### src/rtl/uart_tx_param.sv
// Parameterised UART transmitter: start, DATA_WIDTH data bits (LSB first), optional parity, 1/2 stop bits.
// Define UART_TX_FIFO_EN to replace the single holding register with a FIFO_DEPTH-entry FIFO.
module uart_tx_param #(
  parameter int DATA_WIDTH = 8,
  parameter int FIFO_DEPTH = 4,
  parameter int PRESC_W    = 16
) (
  input  logic                  CLK,
  input  logic                  RST,
  input  logic [DATA_WIDTH-1:0] P_DATA,
  input  logic                  DATA_VALID,
  output logic                  DATA_READY,
  input  logic                  PAR_EN,
  input  logic                  PAR_TYP,
  input  logic                  STOP2,
  input  logic [PRESC_W-1:0]    PRESCALE,
  output logic                  TX_OUT,
  output logic                  Busy
);

  typedef enum logic [2:0] {IDLE, START, DATA, PARITY, STOP} state_t;

  localparam logic [3:0] LAST_BIT = 4'(DATA_WIDTH - 1);

  if (DATA_WIDTH < 5 || DATA_WIDTH > 9 || FIFO_DEPTH < 2 ||
      (FIFO_DEPTH & (FIFO_DEPTH - 1)) != 0) begin : g_bad_cfg
    $error("uart_tx_param: unsupported DATA_WIDTH or FIFO_DEPTH");
  end

  state_t                state, next_state;
  logic [PRESC_W-1:0]    cnt;
  logic [PRESC_W-1:0]    presc_l;
  logic [3:0]            bit_cnt;
  logic [DATA_WIDTH-1:0] shreg;
  logic                  par_bit;
  logic                  par_en_l;
  logic                  stop2_l;
  logic                  ready_en;
  logic                  buf_nempty;
  logic                  buf_full;
  logic [DATA_WIDTH-1:0] buf_data;
  logic                  push;
  logic                  pop;
  logic                  bit_end;
  logic                  last_data;
  logic                  last_stop;
  logic                  start_entry;
  logic                  tx_p1;
  logic                  busy_p1;

  // PRESCALE of 0 and 1 both give a one-cycle bit period.
  function automatic logic [PRESC_W-1:0] reload_val(input logic [PRESC_W-1:0] p);
    return (p == '0) ? '0 : p - PRESC_W'(1);
  endfunction

  assign DATA_READY = ready_en & ~buf_full;
  assign push       = DATA_VALID & DATA_READY;
  assign pop        = start_entry;

`ifdef UART_TX_FIFO_EN
  localparam int AW = $clog2(FIFO_DEPTH);
  localparam int LW = AW + 1;
  localparam logic [AW:0] FULL_LVL = LW'(FIFO_DEPTH);

  logic [DATA_WIDTH-1:0] mem [FIFO_DEPTH];
  logic [AW-1:0]         wr_ptr;
  logic [AW-1:0]         rd_ptr;
  logic [AW:0]           level;

  assign buf_full   = (level == FULL_LVL);
  assign buf_nempty = (level != '0);
  assign buf_data   = mem[rd_ptr];

  always_ff @(posedge CLK) begin
    if (push) mem[wr_ptr] <= P_DATA;
  end

  always_ff @(posedge CLK or negedge RST) begin
    if (!RST) begin
      wr_ptr <= '0;
      rd_ptr <= '0;
      level  <= '0;
    end else begin
      if (push) wr_ptr <= wr_ptr + AW'(1);
      if (pop)  rd_ptr <= rd_ptr + AW'(1);
      case ({push, pop})
        2'b10:   level <= level + LW'(1);
        2'b01:   level <= level - LW'(1);
        default: level <= level;
      endcase
    end
  end
`else
  logic [DATA_WIDTH-1:0] hold_data;
  logic                  hold_vld;

  assign buf_full   = hold_vld;
  assign buf_nempty = hold_vld;
  assign buf_data   = hold_data;

  always_ff @(posedge CLK) begin
    if (push) hold_data <= P_DATA;
  end

  // Freed on the START pop so the next word can wait out the current frame.
  always_ff @(posedge CLK or negedge RST) begin
    if (!RST)      hold_vld <= 1'b0;
    else if (push) hold_vld <= 1'b1;
    else if (pop)  hold_vld <= 1'b0;
  end
`endif

  assign bit_end     = (cnt == '0);
  assign last_data   = (bit_cnt == LAST_BIT);
  assign last_stop   = stop2_l ? (bit_cnt == 4'd1) : 1'b1;
  assign start_entry = (next_state == START) && (state != START);

  always_comb begin
    next_state = state;
    case (state)
      IDLE:    if (buf_nempty) next_state = START;
      START:   if (bit_end) next_state = DATA;
      DATA:    if (bit_end && last_data) next_state = par_en_l ? PARITY : STOP;
      PARITY:  if (bit_end) next_state = STOP;
      STOP:    if (bit_end && last_stop) next_state = buf_nempty ? START : IDLE;
      default: next_state = IDLE;
    endcase
  end

  // stage p0: FSM, bit-period timing and per-frame configuration
  always_ff @(posedge CLK or negedge RST) begin
    if (!RST) begin
      state    <= IDLE;
      cnt      <= '0;
      bit_cnt  <= '0;
      presc_l  <= '0;
      par_en_l <= 1'b0;
      stop2_l  <= 1'b0;
      ready_en <= 1'b0;
    end else begin
      state    <= next_state;
      ready_en <= 1'b1;
      if (start_entry) begin
        cnt      <= reload_val(PRESCALE);
        presc_l  <= PRESCALE;
        par_en_l <= PAR_EN;
        stop2_l  <= STOP2;
      end else if (state == IDLE) begin
        cnt <= '0;
      end else if (bit_end) begin
        cnt <= reload_val(presc_l);
      end else begin
        cnt <= cnt - PRESC_W'(1);
      end
      if (next_state != state)
        bit_cnt <= '0;
      else if (bit_end && (state == DATA || state == STOP))
        bit_cnt <= bit_cnt + 4'd1;
    end
  end

  always_ff @(posedge CLK) begin
    if (start_entry) begin
      shreg   <= buf_data;
      par_bit <= (^buf_data) ^ PAR_TYP;
    end else if (state == DATA && bit_end) begin
      shreg <= shreg >> 1;
    end
  end

  // stage p1: registered line and busy, aligned with each other
  always_ff @(posedge CLK or negedge RST) begin
    if (!RST) begin
      tx_p1   <= 1'b1;
      busy_p1 <= 1'b0;
    end else begin
      busy_p1 <= (state != IDLE);
      case (state)
        START:   tx_p1 <= 1'b0;
        DATA:    tx_p1 <= shreg[0];
        PARITY:  tx_p1 <= par_bit;
        default: tx_p1 <= 1'b1;
      endcase
    end
  end

  assign TX_OUT = tx_p1;
  assign Busy   = busy_p1;

endmodule

### config.mk
export PLATFORM = sky130hd
export DESIGN_NAME = uart_tx_param
export DESIGN_NICKNAME = d
export VERILOG_FILES = /design/src/rtl/uart_tx_param.sv
export SDC_FILE = /design/constraint.sdc
export NUM_CORES = 1
export LEC_CHECK = 0
export CAP_MARGIN = 20
export CORE_ASPECT_RATIO = 2
export CORE_MARGIN = 4
export CORE_UTILIZATION = 52
export CTS_CLUSTER_SIZE = 40
export DETAILED_ROUTE_END_ITERATION = 8
export HOLD_SLACK_MARGIN = 0.05
export PLACE_DENSITY = 0.81
export SYNTH_ARGS = -nofsm -noshare
export SYNTH_HDL_FRONTEND = slang
export SYNTH_SLANG_ARGS = --single-unit
### constraint.sdc
create_clock -name CLK -period 2.5 [get_ports CLK]
set_input_delay 0.75 -clock CLK [delete_from_list [all_inputs] [get_ports CLK]]
set_output_delay 0.75 -clock CLK [all_outputs]
set_load 0.005 [all_outputs]
After elaboration in Yosys (flattened, before gate mapping) --
Cells that the tools add are included.
Word-level totals: flip-flop bits (word level) 62, input bits 30, output and inout bits 3, word-level logic and storage cells 66, memories kept 0, RAM bits 0, memory bits (read-only) 0, bits in latches 0
Cells by class: equal/unequal tests 9, div/mod/pow operators 0, bitwise operators 4, $lt $le $gt $ge 0, $mul 0, shifts and indexed selects 0, muxes and demuxes 21, add/subtract/negate cells 4, reductions and logical operators 15
Operator list (count):
- $mux 16 | 5
- $logic_not 16->1 | 3
- $sub 16x1->16 const B | 3
- $mux 3 | 6
- $mux 8 | 2
- $pmux 3 s5 | 1
- $mux 4 | 2
- $reduce_xor 8->1 | 1
- $eq 3x1->1 const B | 2
- $eq 3x2->1 const B | 2
- $reduce_bool 2->1 | 3
- $logic_and 1x1->1 | 5
- $add 4x1->4 const B | 1
- $eq 4x1->1 const B | 1
- $eq 4x3->1 const B | 1
- $mux 1 | 4
- $eq 3x3->1 const B | 1
- $logic_not 3->1 | 1
- $ne 3x1->1 const B | 1
- $ne 3x3->1 | 1
- $pmux 1 s3 | 1
- $reduce_bool 3->1 | 1
- $and 1x1->1 | 2
- $logic_or 1x1->1 | 1
- other kinds (2) | 2

Logic depth before layout (Yosys ltp) --
Gate-level depths: netlist of the first run.
word-level depth 9, depth in mapped cells 10, mapped depth without buffers 8

Least setup slack after synthesis of the first run --
No wires, ideal clock.
kind register to register, start point reg cnt[0], end point reg shreg[0], enable pin, path buffers 1, period minus slack after synthesis 2.558 ns, required time 2.113 ns, cell stages (with the launch flop) 7, arrival 2.171 ns, slack -0.058 ns, setup time 0.387 ns, cell sequence dfrtp_1 -> inv_1 -> ha_1 -> nor3b_1 -> nand4_1 -> clkbuf_1 -> o31ai_1
On the way: cells in the longest elaborated chain, start to end 7, elaborated cells on any way between the ends 12, classes of those cells eq/ne (1); mux (5); reduce/logical (6)
RTL lines:
- start, declared | RTL line 31 | logic [PRESC_W-1:0] cnt;
- start signal, assigned | RTL line 144 | cnt <= reload_val(PRESCALE);
- start signal, assigned | RTL line 151 | cnt <= reload_val(presc_l);
- start signal, assigned | RTL line 153 | cnt <= cnt - PRESC_W'(1);
- $logic_not 16->1 * | RTL line 113 | assign bit_end = (cnt == '0);
- $logic_and 1x1->1, on equally long branches | RTL line 125, 123
- $mux 3, on equally long branches | RTL line 125, 123
- $pmux 3 s5 | RTL line 120 | case (state)
- $eq 3x1->1 | RTL line 116 | assign start_entry = (next_state == START) && (state != START);
- $logic_and 1x1->1 | RTL line 116
- $reduce_bool 2->1 (no line) *
- end signal, assigned | RTL line 164 | shreg <= buf_data;
- end signal, assigned | RTL line 167 | shreg <= shreg >> 1;
- end, declared | RTL line 34 | logic [DATA_WIDTH-1:0] shreg;
Every way passes the cells marked *; elsewhere a longest branch is shown, timed or not. A chain may end at the register's enable or synchronous reset.

Final worst setup path of the first run --
start point reg bit_cnt[1], end point reg presc_l[5]
On the way: cells in the longest elaborated chain, start to end 7, elaborated cells on any way between the ends 10, classes of those cells eq/ne (3); mux (4); reduce/logical (3)
RTL lines:
- start, declared | RTL line 33 | logic [3:0] bit_cnt;
- start signal, assigned | RTL line 158 | bit_cnt <= bit_cnt + 4'd1;
- $eq 4x1->1 | RTL line 115 | assign last_stop = stop2_l ? (bit_cnt == 4'd1) : 1'b1;
- $mux 1 | RTL line 115
- $logic_and 1x1->1 | RTL line 125 | STOP: if (bit_end && last_stop) next_state = buf_nempty ? START : IDLE;
- $mux 3 | RTL line 125
- $pmux 3 s5 * | RTL line 120
- $eq 3x1->1 * | RTL line 116
- $logic_and 1x1->1 * | RTL line 116
- end signal, assigned | RTL line 136 | presc_l <= '0;
- end signal, assigned | RTL line 145 | presc_l <= PRESCALE;
- end, declared | RTL line 32 | logic [PRESC_W-1:0] presc_l;
Marks and branches as above.

==> impl_results.md, run 1 <==
- Status: finished, final reports clean
- Register bit total from synthesis: 62
- Cts bufs inserted: 9
- Ys flop type: dfrtp_1
- First-pass GRT wire length: 15,200 µm
- Fill cells: between 400 and 500
- Worst-Skew Late Latency: 0.33 ns
- Die ar.: ~0.0086 mm²
- Power Density: 1060 mW/mm²
- P&R area growth vs syn: 28.9%
- Wire per inst: 17.4 µm
- Fin crit period: roughly 2.4 ns
- Slew headroom: 0.569
- Final Hold Vio Count: 0
- Most common cell after layout, fill and taps aside: buf_4
- Inserted Diodes: 0
- Slew @ Worst Pin: 0.644 ns
- Met1 WL: 3270 µm
- ANT nets after route: 0
- DRT Pass-1 Iters: 5
- CP max FO: 8
- Post-Route Skew: 0.00735 ns
- Post-route insts no fill: 523
- Number of synthesized flops with an enable pin: 17
- CTS sink cnt: 62
- Final WL: just over 9000 µm
- Iter 0 DRT Violations: 180
- Syn. warnings: 0
- Detailed placer's ending HPWL: 6770 µm
- Vias in the first global route: 3,239
- Routed vias/inst: 6.02
- Clk buf depth: 2
- CP arrival: 2.57 ns
- Critical path class: flop to flop
- Crit Reg-Reg Endpoint: presc_l[5]
- H-tree depth: 3
- Share of cells above drive strength 1: 0.249
- Ports: 33
- Fmax achieved: 0.424 GHz
- Placed Instances: 505
- RSZ-0062 raised after global routing: false
- Core region area: between 0.006 and 0.007 mm²
- Largest net degree at the start of global routing: 36
- Post-synthesis cell type count: ~60
- Async SR Flop Fraction: 0.726
- PortBufs: 32
- WHS: approximately 0.27 ns
- Die Ht: 128 µm
- Die Wd: between 60 and 70 µm
- Top Metal Used: met4
- Worst reg2reg setup slack: around 0.14 ns
- Mapped cell area: 0.00371 mm²
- Slew Limit Fails: 0
- Multi-input gate area: 0.00199 mm²
- Fin nets: 464
- CTS tree: yes
- Worst setup SP type: flop
- DRC: 0
- Rows: 43
- Metal3 WL: 357 µm
- Reg clk slew, reported paths: ~0.060 ns
- Leak: ~0.0019 µW
- Post-CTS Hold Fix Bufs: 0
- Peak VDD IR: 0.774 mV
- Max cap viols: 0
- Post-synthesis sequential area ratio: 0.441
- Setup crit start: bit_cnt[1]
- Crit share post-route: 0.942
- Worst Path Required: 2.71 ns
- Placer Congestion: 0.918
- R2R depth: 8
- Post-Syn Instances: 352
- Syn Nets: 388
- Via Count: 3,151
- Hold Crit Class: input pin to async pin
- Critical path capture point type: flop
- Critical Path Sink: presc_l[5]
- Initial Utilization: 0.535
- FF-to-FF Start: bit_cnt[1]
- Metal2 WL: roughly 5000 µm
- All-layer global routing usage: 0.237
- Grt total ovfl: 0
- Synth Area per Inst: 10.5 µm²
- Setup TNS: 0 ns
- Final Setup Violations: 0
- Initial antenna violation count: 0
- Sequential Area: 0.00164 mm²
- Root buffer cell: clkbuf_16
- Most frequent cells in the layout: buf_4, dfrtp_1, clkdlybuf4s50_1, nor2_1, xnor2_1
==> state kept, by name, indices dropped and copies added (netlist names), 3 cells and up <==
| signal | count |
|---|---|
| bit_cnt | 4 |
| buf_data | 8 |
| cnt | 16 |
| presc_l | 16 |
| shreg | 8 |
| state | 3 |
==> logic make-up after synthesis <==
logic type                 count (synthesis)  share of synthesized area
adders and majority gates                  6                     0.0202
muxes                                     28                     0.0920
xor gates and xnor gates                  43                      0.101
DFF                                       62                      0.441
and+or+nand+nor                          126                      0.191
buffers and inverters                     26                     0.0354
other                                      1                    0.00101
AOI/OAI and AO/OA                         60                      0.118
==> metal layers <==
layer / vias up / GRT usage
met1: 1521 / 0.246
met2: 115 / 0.401
li1: 1467 / -
met3: 48 / 0.0624
met4: 0 / 0.157
met5: - / 0
==> power breakdown <==
| group | leakage (µW) | internal (µW) | total [µW] | switching [µW] |
|---|---|---|---|---|
| clock network | 0.000154 | 894 | 1330 | 438 |
| logic | 0.00103 | 974 | 1930 | 958 |
| registers | 0.000706 | 1400 | 1810 | 409 |
| total | 0.00190 | 3270 | 5080 | 1810 |
==> through the flow <==
step                cell area (µm²)  power, µW  worst slack (ns)   util
floorplan                      3720       3060             0.178      -
global placement               4410       3590            -0.166  0.636
detailed placement             4410       3670            -0.160  0.636
CTS                            4740       5040           0.00556  0.682
global route                   4790       5380            0.0223  0.690
finish                         4790       5080             0.144  0.690
==> critical path, stage by stage, from the launching register on <==
cell and delay, ns:
dfrtp_1 0.40, inv_1 0.07, ha_1 0.15, or3b_4 0.41, a2111oi_4 0.45, a22oi_4 0.09, clkinv_2 0.17, buf_4 0.16
mux2_2 0.33
==> synth_stat cells, types with 2 or more instances <==
library cell   n  share of area
clkbuf_1       7         0.0071
o31a_1         2         0.0047
o32ai_1        3         0.0071
o31ai_1        2         0.0040
o22ai_1        8          0.013
mux2_4         8          0.032
o21ai_0       11          0.015
nor2_1        27          0.027
xor2_1        16          0.038
nand4_1       10          0.017
and2_1         3         0.0051
o41ai_1        2         0.0047
buf_2          4         0.0054
edfxtp_1      17           0.14
inv_1         11          0.011
dfrtp_1       44           0.30
a21oi_1       10          0.013
nor3_1        17          0.023
nand3_1       11          0.015
nor2b_1        5         0.0084
or3_1          3         0.0051
mux2_2        17          0.052
ha_1           6          0.020
or4_1          5          0.010
xnor2_1       27          0.064
nor4_1         8          0.013
mux2i_1        3         0.0081
a32oi_1        2         0.0047
a21o_1         2         0.0040
or2_2          2         0.0034
o221ai_1       4         0.0094
a31oi_1        6          0.010
nand3b_1       3         0.0061
nand2_1       17          0.017
nor3b_1        5          0.010
==> area by class of cell <==
cell class / count / area share
multi-input combinational: 264 / 0.415
sequential: 62 / 0.342
timing repair buffer: 79 / 0.142
clock buffer: 10 / 0.0499
tap: 90 / 0.0235
clock inverter: 6 / 0.0178
inverter: 12 / 0.00967
==> worst min-delay path by stage <==
stage,slack [ns],from,cells after the start,end
final,0.27,RST,1,par_en_l
after global routing,0.28,RST,1,par_en_l
after CTS,0.28,RST,1,par_en_l
after detailed placement,0.51,presc_l[0],2,presc_l[0]
after global placement,0.52,presc_l[0],2,presc_l[0]
after floorplan,0.45,RST,0,Busy
==> what timing repair did <==
action	4_1_cts	5_1_grt
resized for setup	0	7
endpoints found under the setup margin	0	35
setup buffers	0	2
No activity file was read; power rests on OpenSTA's default activity.
==> run 2, diff against run 1 <==
--- a/config.mk
+++ b/config.mk
@@ -13,3 +13,5 @@
 export DETAILED_ROUTE_END_ITERATION = 8
+export GPL_TIMING_DRIVEN = 0
 export HOLD_SLACK_MARGIN = 0.05
+export MAX_ROUTING_LAYER = met4
 export PLACE_DENSITY = 0.81
--- a/constraint.sdc
+++ b/constraint.sdc
@@ -3,2 +3,2 @@
 set_output_delay 0.75 -clock CLK [all_outputs]
-set_load 0.005 [all_outputs]
+set_load 0.02 [all_outputs]
==> impl_results.md, run 2 (synthesized netlist as in run 1, its figures left out) <==
- Status: finished, final reports clean
- Largest net degree at the start of global routing: 25 (-31%)
- Worst reg2reg setup slack: 0.06 ns (-0.09 ns)
- Top Family by Delay on Critical Path: buffers and inverters
- CP Depth: 10 (+2)
- Wire per inst: 18.3 µm (+5.0%)
- Crit-path cells: inv_1 -> ha_1 -> or3b_4 -> a2111oi_4 -> buf_4 -> a22oi_4 -> inv_4 -> buf_8 -> buf_12 -> mux2_4
- Clk buf depth: 2 (unchanged)
- Rows: 43 (unchanged)
- Pwr Total: 4970 µW (-2.1%)
- Placer Congestion: 0.933 (+1.6%)
- Fin crit period: 2.44 ns (+0.0881 ns)
- Leak: 0.00181 µW (-4.3%)
- Cts bufs inserted: 9 (unchanged)
- Via Count: 3,060 (-2.9%)
- Most common cell after layout, fill and taps aside: dfrtp_1
- Fmax achieved: 0.409 GHz (-3.6%)
- All-layer global routing usage: 0.228 (-0.00850)
- WP buf/inv: 5 (+2)
- Initial antenna violation count: 0 (unchanged)
- Die Ht: 128 µm (unchanged)
- Final Hold Vio Count: 0 (unchanged)
- Setup TNS: 0 ns (unchanged)
- Ports: 33 (unchanged)
- Slew Limit Fails: 0 (unchanged)
- Detailed placer's ending HPWL: 6310 µm (-6.7%)
- Routed vias/inst: 6.05 (+0.37%)
- Fin nets: 447 (-3.7%)
- Max cap viols: 0 (unchanged)
- Peak VDD IR: 0.788 mV (+1.7%)
- Grt total ovfl: 0 (unchanged)
- Final Setup Violations: 0 (unchanged)
- Placed cell area: 0.00417 mm² (-5.4%)
- Metal3 WL: 336 µm (-5.9%)
- H-tree depth: 3 (unchanged)
- Worst setup SP type: flop
- Top Registers: cnt x16, presc_l x16
- CP arrival: 2.66 ns (+0.09 ns)
- CP max FO: 10 (+2)
- Hold Crit Class: input pin to async pin
- Post-Route Skew: 0.0112 ns (+0.00384 ns)
- Post-CTS Hold Fix Bufs: 0 (unchanged)
- Root buffer cell: clkbuf_16
- Vias in the first global route: 3,036 (-6.3%)
- FF-to-FF Start: bit_cnt[1]
- Most frequent cells in the layout: dfrtp_1, clkdlybuf4s50_1, nor2_1, xnor2_1
- Critical path class: flop to flop
- Power Density: 1060 mW/mm² (+0.17%)
- Met1 WL: 3540 µm (+8.3%)
- Layout Cell Area excl Fill: 0.00468 mm² (-2.3%)
- DRC: 0 (unchanged)
- Metal2 WL: 5050 µm (+3.0%)
- Reg clk slew, reported paths: 0.06 ns (about the same)
- First-pass GRT wire length: 14,400 µm (-5.4%)
- Crit Reg-Reg Endpoint: presc_l[12]
- Core region area: 0.00694 mm² (unchanged)
- Setup crit start: bit_cnt[1]
- PortBufs: 32 (unchanged)
- Initial Utilization: 0.535 (unchanged)
- Slew headroom: 0.362 (-0.207)
- Critical Path Sink: presc_l[12]
- Inserted Diodes: 0 (unchanged)
- DRT Pass-1 Iters: 5 (unchanged)
- Worst Path Required: 2.72 ns (about the same)
- P&R area growth vs syn: 26.0%
- Max incr delay on CP: 0.41 ns (-0.04 ns)
- Die ar.: 0.00864 mm² (unchanged)
- CTS sink cnt: 62 (unchanged)
- Share of cells above drive strength 1: 0.209 (-0.0403)
- Slew @ Worst Pin: 0.949 ns (+0.305 ns)
- Die Wd: 67.8 µm (unchanged)
- Slowest CP cell: or3b_4
- Crit share post-route: 0.978 (+0.0352)
- R2R depth: 10 (+2)
- Top Metal Used: met4
- Critical path capture point type: flop
- Final WL: 9250 µm (+1.6%)
- Iter 0 DRT Violations: 177 (-1.7%)
- ANT nets after route: 0 (unchanged)
- CTS tree: yes
- Worst-Skew Late Latency: 0.34 ns (about the same)
## run 2: worst reg2reg max path: stages, from the launching register on
cell       delay (ns)
dfrtp_1          0.38
inv_1            0.06
ha_1             0.16
or3b_4           0.42
a2111oi_4        0.34
buf_4            0.19
a22oi_4          0.07
inv_4            0.08
buf_8            0.15
buf_12           0.16
mux2_4           0.32
## run 2: worst min path at each step
stage | slack (ns) | depth (start not counted) | end
3_3_place_gp | 0.50 | 2 | presc_l[1]
3_5_place_dp | 0.52 | 2 | presc_l[0]
6_report | 0.42 | 1 | ready_en
2_1_floorplan | 0.45 | 0 | Busy
4_1_cts | 0.42 | 1 | ready_en
5_1_grt | 0.44 | 1 | ready_en
## run 2: per-stage QoR
| stage | worst slack [ns] | hold slack [ns] | util | cells |
|---|---|---|---|---|
| finish | 0.0558 | 0.416 | 0.674 | 506 |
| global placement | -0.716 | 0.502 | 0.598 | 474 |
| CTS | -0.148 | 0.424 | 0.652 | 496 |
| floorplan | 0.178 | 0.454 | - | 352 |
| global route | -0.0340 | 0.436 | 0.674 | 506 |
| detailed placement | -0.742 | 0.520 | 0.601 | 475 |
## run 2: repair_timing
| action | in CTS | in global routing |
|---|---|---|
| pin swaps | 3 | 7 |
| buffers inserted | 5 | 10 |
| cloned | 0 | 0 |
| resized for setup | 4 | 19 |
| endpoints found under the setup margin | 55 | 36 |
## run 2: where the power goes
part           total, µW  switching, µW  internal, µW
Combinational       1940            988           949
Clock               1220            454           768
Sequential          1810            406          1400
Total               4970           1850          3120
## run 2: routing by layer
layer	up-vias	global-route usage
met2	101	0.373
met4	0	0.140
met1	1499	0.243
met3	35	0.0493
met5	-	-
li1	1425	-
## run 2: cell type report
type,count,area (µm²)
clock inverters,6,62.6
repair buffers,48,473
inverters,12,47.5
fillers,500,2260
plain buffers,14,88.8
clock buffers,10,229
flip-flops and latches,62,1640
well taps,90,113
multi-input cells,264,2030
==> run 3, diff against run 2 <==
Settings changed: RECOVER_POWER from default to 100.
==> impl_results.md, run 3 (synthesized netlist as in run 1, its figures left out) <==
- Root buffer cell: clkbuf_16
- ANT nets after route: 0 (unchanged)
- Wire per inst: 18.2 µm (-0.30%)
- Final setup margin: 0.0607 ns (+0.00493 ns)
- Power Density: 1070 mW/mm² (+0.26%)
- Routed vias/inst: 6.03 (-0.36%)
- WHS: 0.549 ns (+0.133 ns)
- Die Ht: 128 µm (unchanged)
- Status: finished, final reports clean
- Post-CTS Hold Fix Bufs: 0 (unchanged)
- CTS sink cnt: 62 (unchanged)
- Clk buf depth: 2 (unchanged)
- Rows: 43 (unchanged)
- Iter 0 DRT Violations: 177 (unchanged)
- PortBufs: 32 (unchanged)
- Post-Place Setup Slack: -0.742 ns (unchanged)
- Initial Utilization: 0.535 (unchanged)
- Final WL: 9220 µm (-0.30%)
- Post-Route Skew: 0.0109 ns (-0.000268 ns)
- Met2 usage: 0.373 (unchanged)
- Post-route insts no fill: 506 (unchanged)
- Via Count: 3,049 (-0.36%)
- Placer Congestion: 0.933 (unchanged)
- Most frequent cells in the layout: dfrtp_1, nor2_1, xnor2_1, clkdlybuf4s50_1
- Gr busiest metal: met2
- P&R area growth vs syn: 25.3%
- Largest net degree at the start of global routing: 25 (unchanged)
- Slew @ Worst Pin: 1.28 ns (+0.336 ns)
- Worst setup SP type: flop
- Top Registers: cnt x16, presc_l x16
- Critical path capture point type: flop
- Vias in the first global route: 3,036 (unchanged)
- Max cap viols: 0 (unchanged)
- Critical path class: flop to flop
- CP arrival: 2.65 ns (about the same)
- Worst-Skew Late Latency: 0.34 ns (about the same)
- Grt total ovfl: 0 (unchanged)
- Leak: 0.00180 µW (-0.67%)
- Crit share post-route: 0.976 (-0.00197)
- DRT Pass-1 Iters: 5 (unchanged)
- Worst Path Required: 2.71 ns (about the same)
- Fmax achieved: 0.410 GHz (+0.20%)
- Cts bufs inserted: 9 (unchanged)
- CP max FO: 10 (unchanged)
- Fin nets: 447 (unchanged)
- Placed Instances: 475 (unchanged)
- Ports: 33 (unchanged)
- Max incr delay on CP: 0.41 ns (about the same)
- Top Family by Delay on Critical Path: buffers and inverters
- Initial antenna violation count: 0 (unchanged)
- Detailed placer's ending HPWL: 6310 µm (unchanged)
- WP buf/inv: 5 (unchanged)
- First-pass GRT wire length: 14,400 µm (unchanged)
- Met1 usage: 0.243 (unchanged)
- Inserted Diodes: 0 (unchanged)
- Die Wd: 67.8 µm (unchanged)
- Peak VDD IR: 0.788 mV (about the same)
- Crit-path cells: inv_1 -> ha_1 -> or3b_4 -> a2111oi_4 -> buf_4 -> a22oi_4 -> inv_4 -> buf_8 -> buf_12 -> mux2_4
- Reg clk slew, reported paths: 0.06 ns (about the same)
- DRC: 0 (unchanged)
- Die ar.: 0.00864 mm² (unchanged)
- Final Hold Vio Count: 0 (unchanged)
- All-layer global routing usage: 0.228 (unchanged)
- CTS tree: yes
- Slew headroom: 0.144 (-0.218)
- Final Setup Violations: 0 (unchanged)
- Most common cell after layout, fill and taps aside: dfrtp_1
- Met3 Resource Use GR: 0.0493 (unchanged)
- H-tree depth: 3 (unchanged)
- Slew Limit Fails: 0 (unchanged)
- Share of cells above drive strength 1: 0.207 (-0.00240)
- Fin crit period: 2.44 ns (-0.00493 ns)
- Core region area: 0.00694 mm² (unchanged)
- Slowest CP cell: or3b_4
- Hold Crit Class: flop to flop
[run 3: cell types whose count changed in the layout (fill, tap and decap cells not counted), sizes merged]
cell,before,now
dlygate4sd3,0,11
clkbuf,17,19
clkdlybuf4s50,29,18
buf,24,22
[run 3: worst paths after layout]
path                                  from  slack (ns)           to  depth (start not counted)
worst max-delay path            bit_cnt[1]        0.06  presc_l[12]                         10
worst min-delay path              par_en_l        0.55     par_en_l                          1
max in group asynchronous              RST        0.58       cnt[8]                          2
worst min register to register    par_en_l        0.55     par_en_l                          1
worst max register to register  bit_cnt[1]        0.06  presc_l[12]                         10
min in group asynchronous              RST        0.68     ready_en                          1
[run 3: area by class of cell]
| class | instances | area (µm²) |
|---|---|---|
| Fill cell | 504 | 2290 |
| Multi-Input combinational cell | 264 | 2030 |
| Sequential cell | 62 | 1640 |
| Timing Repair Buffer | 48 | 449 |
| Clock buffer | 10 | 229 |
| Tap cell | 90 | 113 |
| Buffer | 14 | 88.8 |
| Clock inverter | 6 | 62.6 |
| Inverter | 12 | 47.5 |
[run 3: power by group]
part	switching (µW)	leakage, µW	internal [µW]
clock network	453	0.000146	768
logic	988	0.000950	940
registers	406	0.000706	1400
total	1850	0.00180	3110
[run 3: metal layers]
| metal | wire [µm] | vias up |
|---|---|---|
| met4 | 314 | 0 |
| li1 | - | 1424 |
| met2 | 5070 | 104 |
| met3 | 343 | 33 |
| met5 | 0 | - |
| met1 | 3490 | 1488 |
[run 3: per-stage QoR]
stage | total power, µW | cell area [µm²] | util | setup TNS [ns]
after global routing | 5230 | 4650 | 0.671 | -0.196
after floorplan | 3070 | 3720 | - | 0
final | 4960 | 4650 | 0.671 | 0
after detailed placement | 3540 | 4170 | 0.601 | -18.09
after CTS | 4850 | 4530 | 0.652 | -1.60
after global placement | 3480 | 4150 | 0.598 | -42.44
[run 3: worst register-to-register path, stage by stage (launching register included)]
cell	delay, ns
dfrtp_1	0.38
inv_1	0.06
ha_1	0.16
or3b_4	0.42
a2111oi_4	0.34
buf_4	0.19
a22oi_4	0.07
inv_4	0.08
buf_8	0.14
buf_12	0.16
mux2_4	0.32
[run 3: what timing repair did]
item | 4_1_cts | 5_1_grt
pin swaps | 3 | 7
gates resized for setup | 4 | 19
buffers inserted | 5 | 10
setup endpoints to repair | 55 | 36
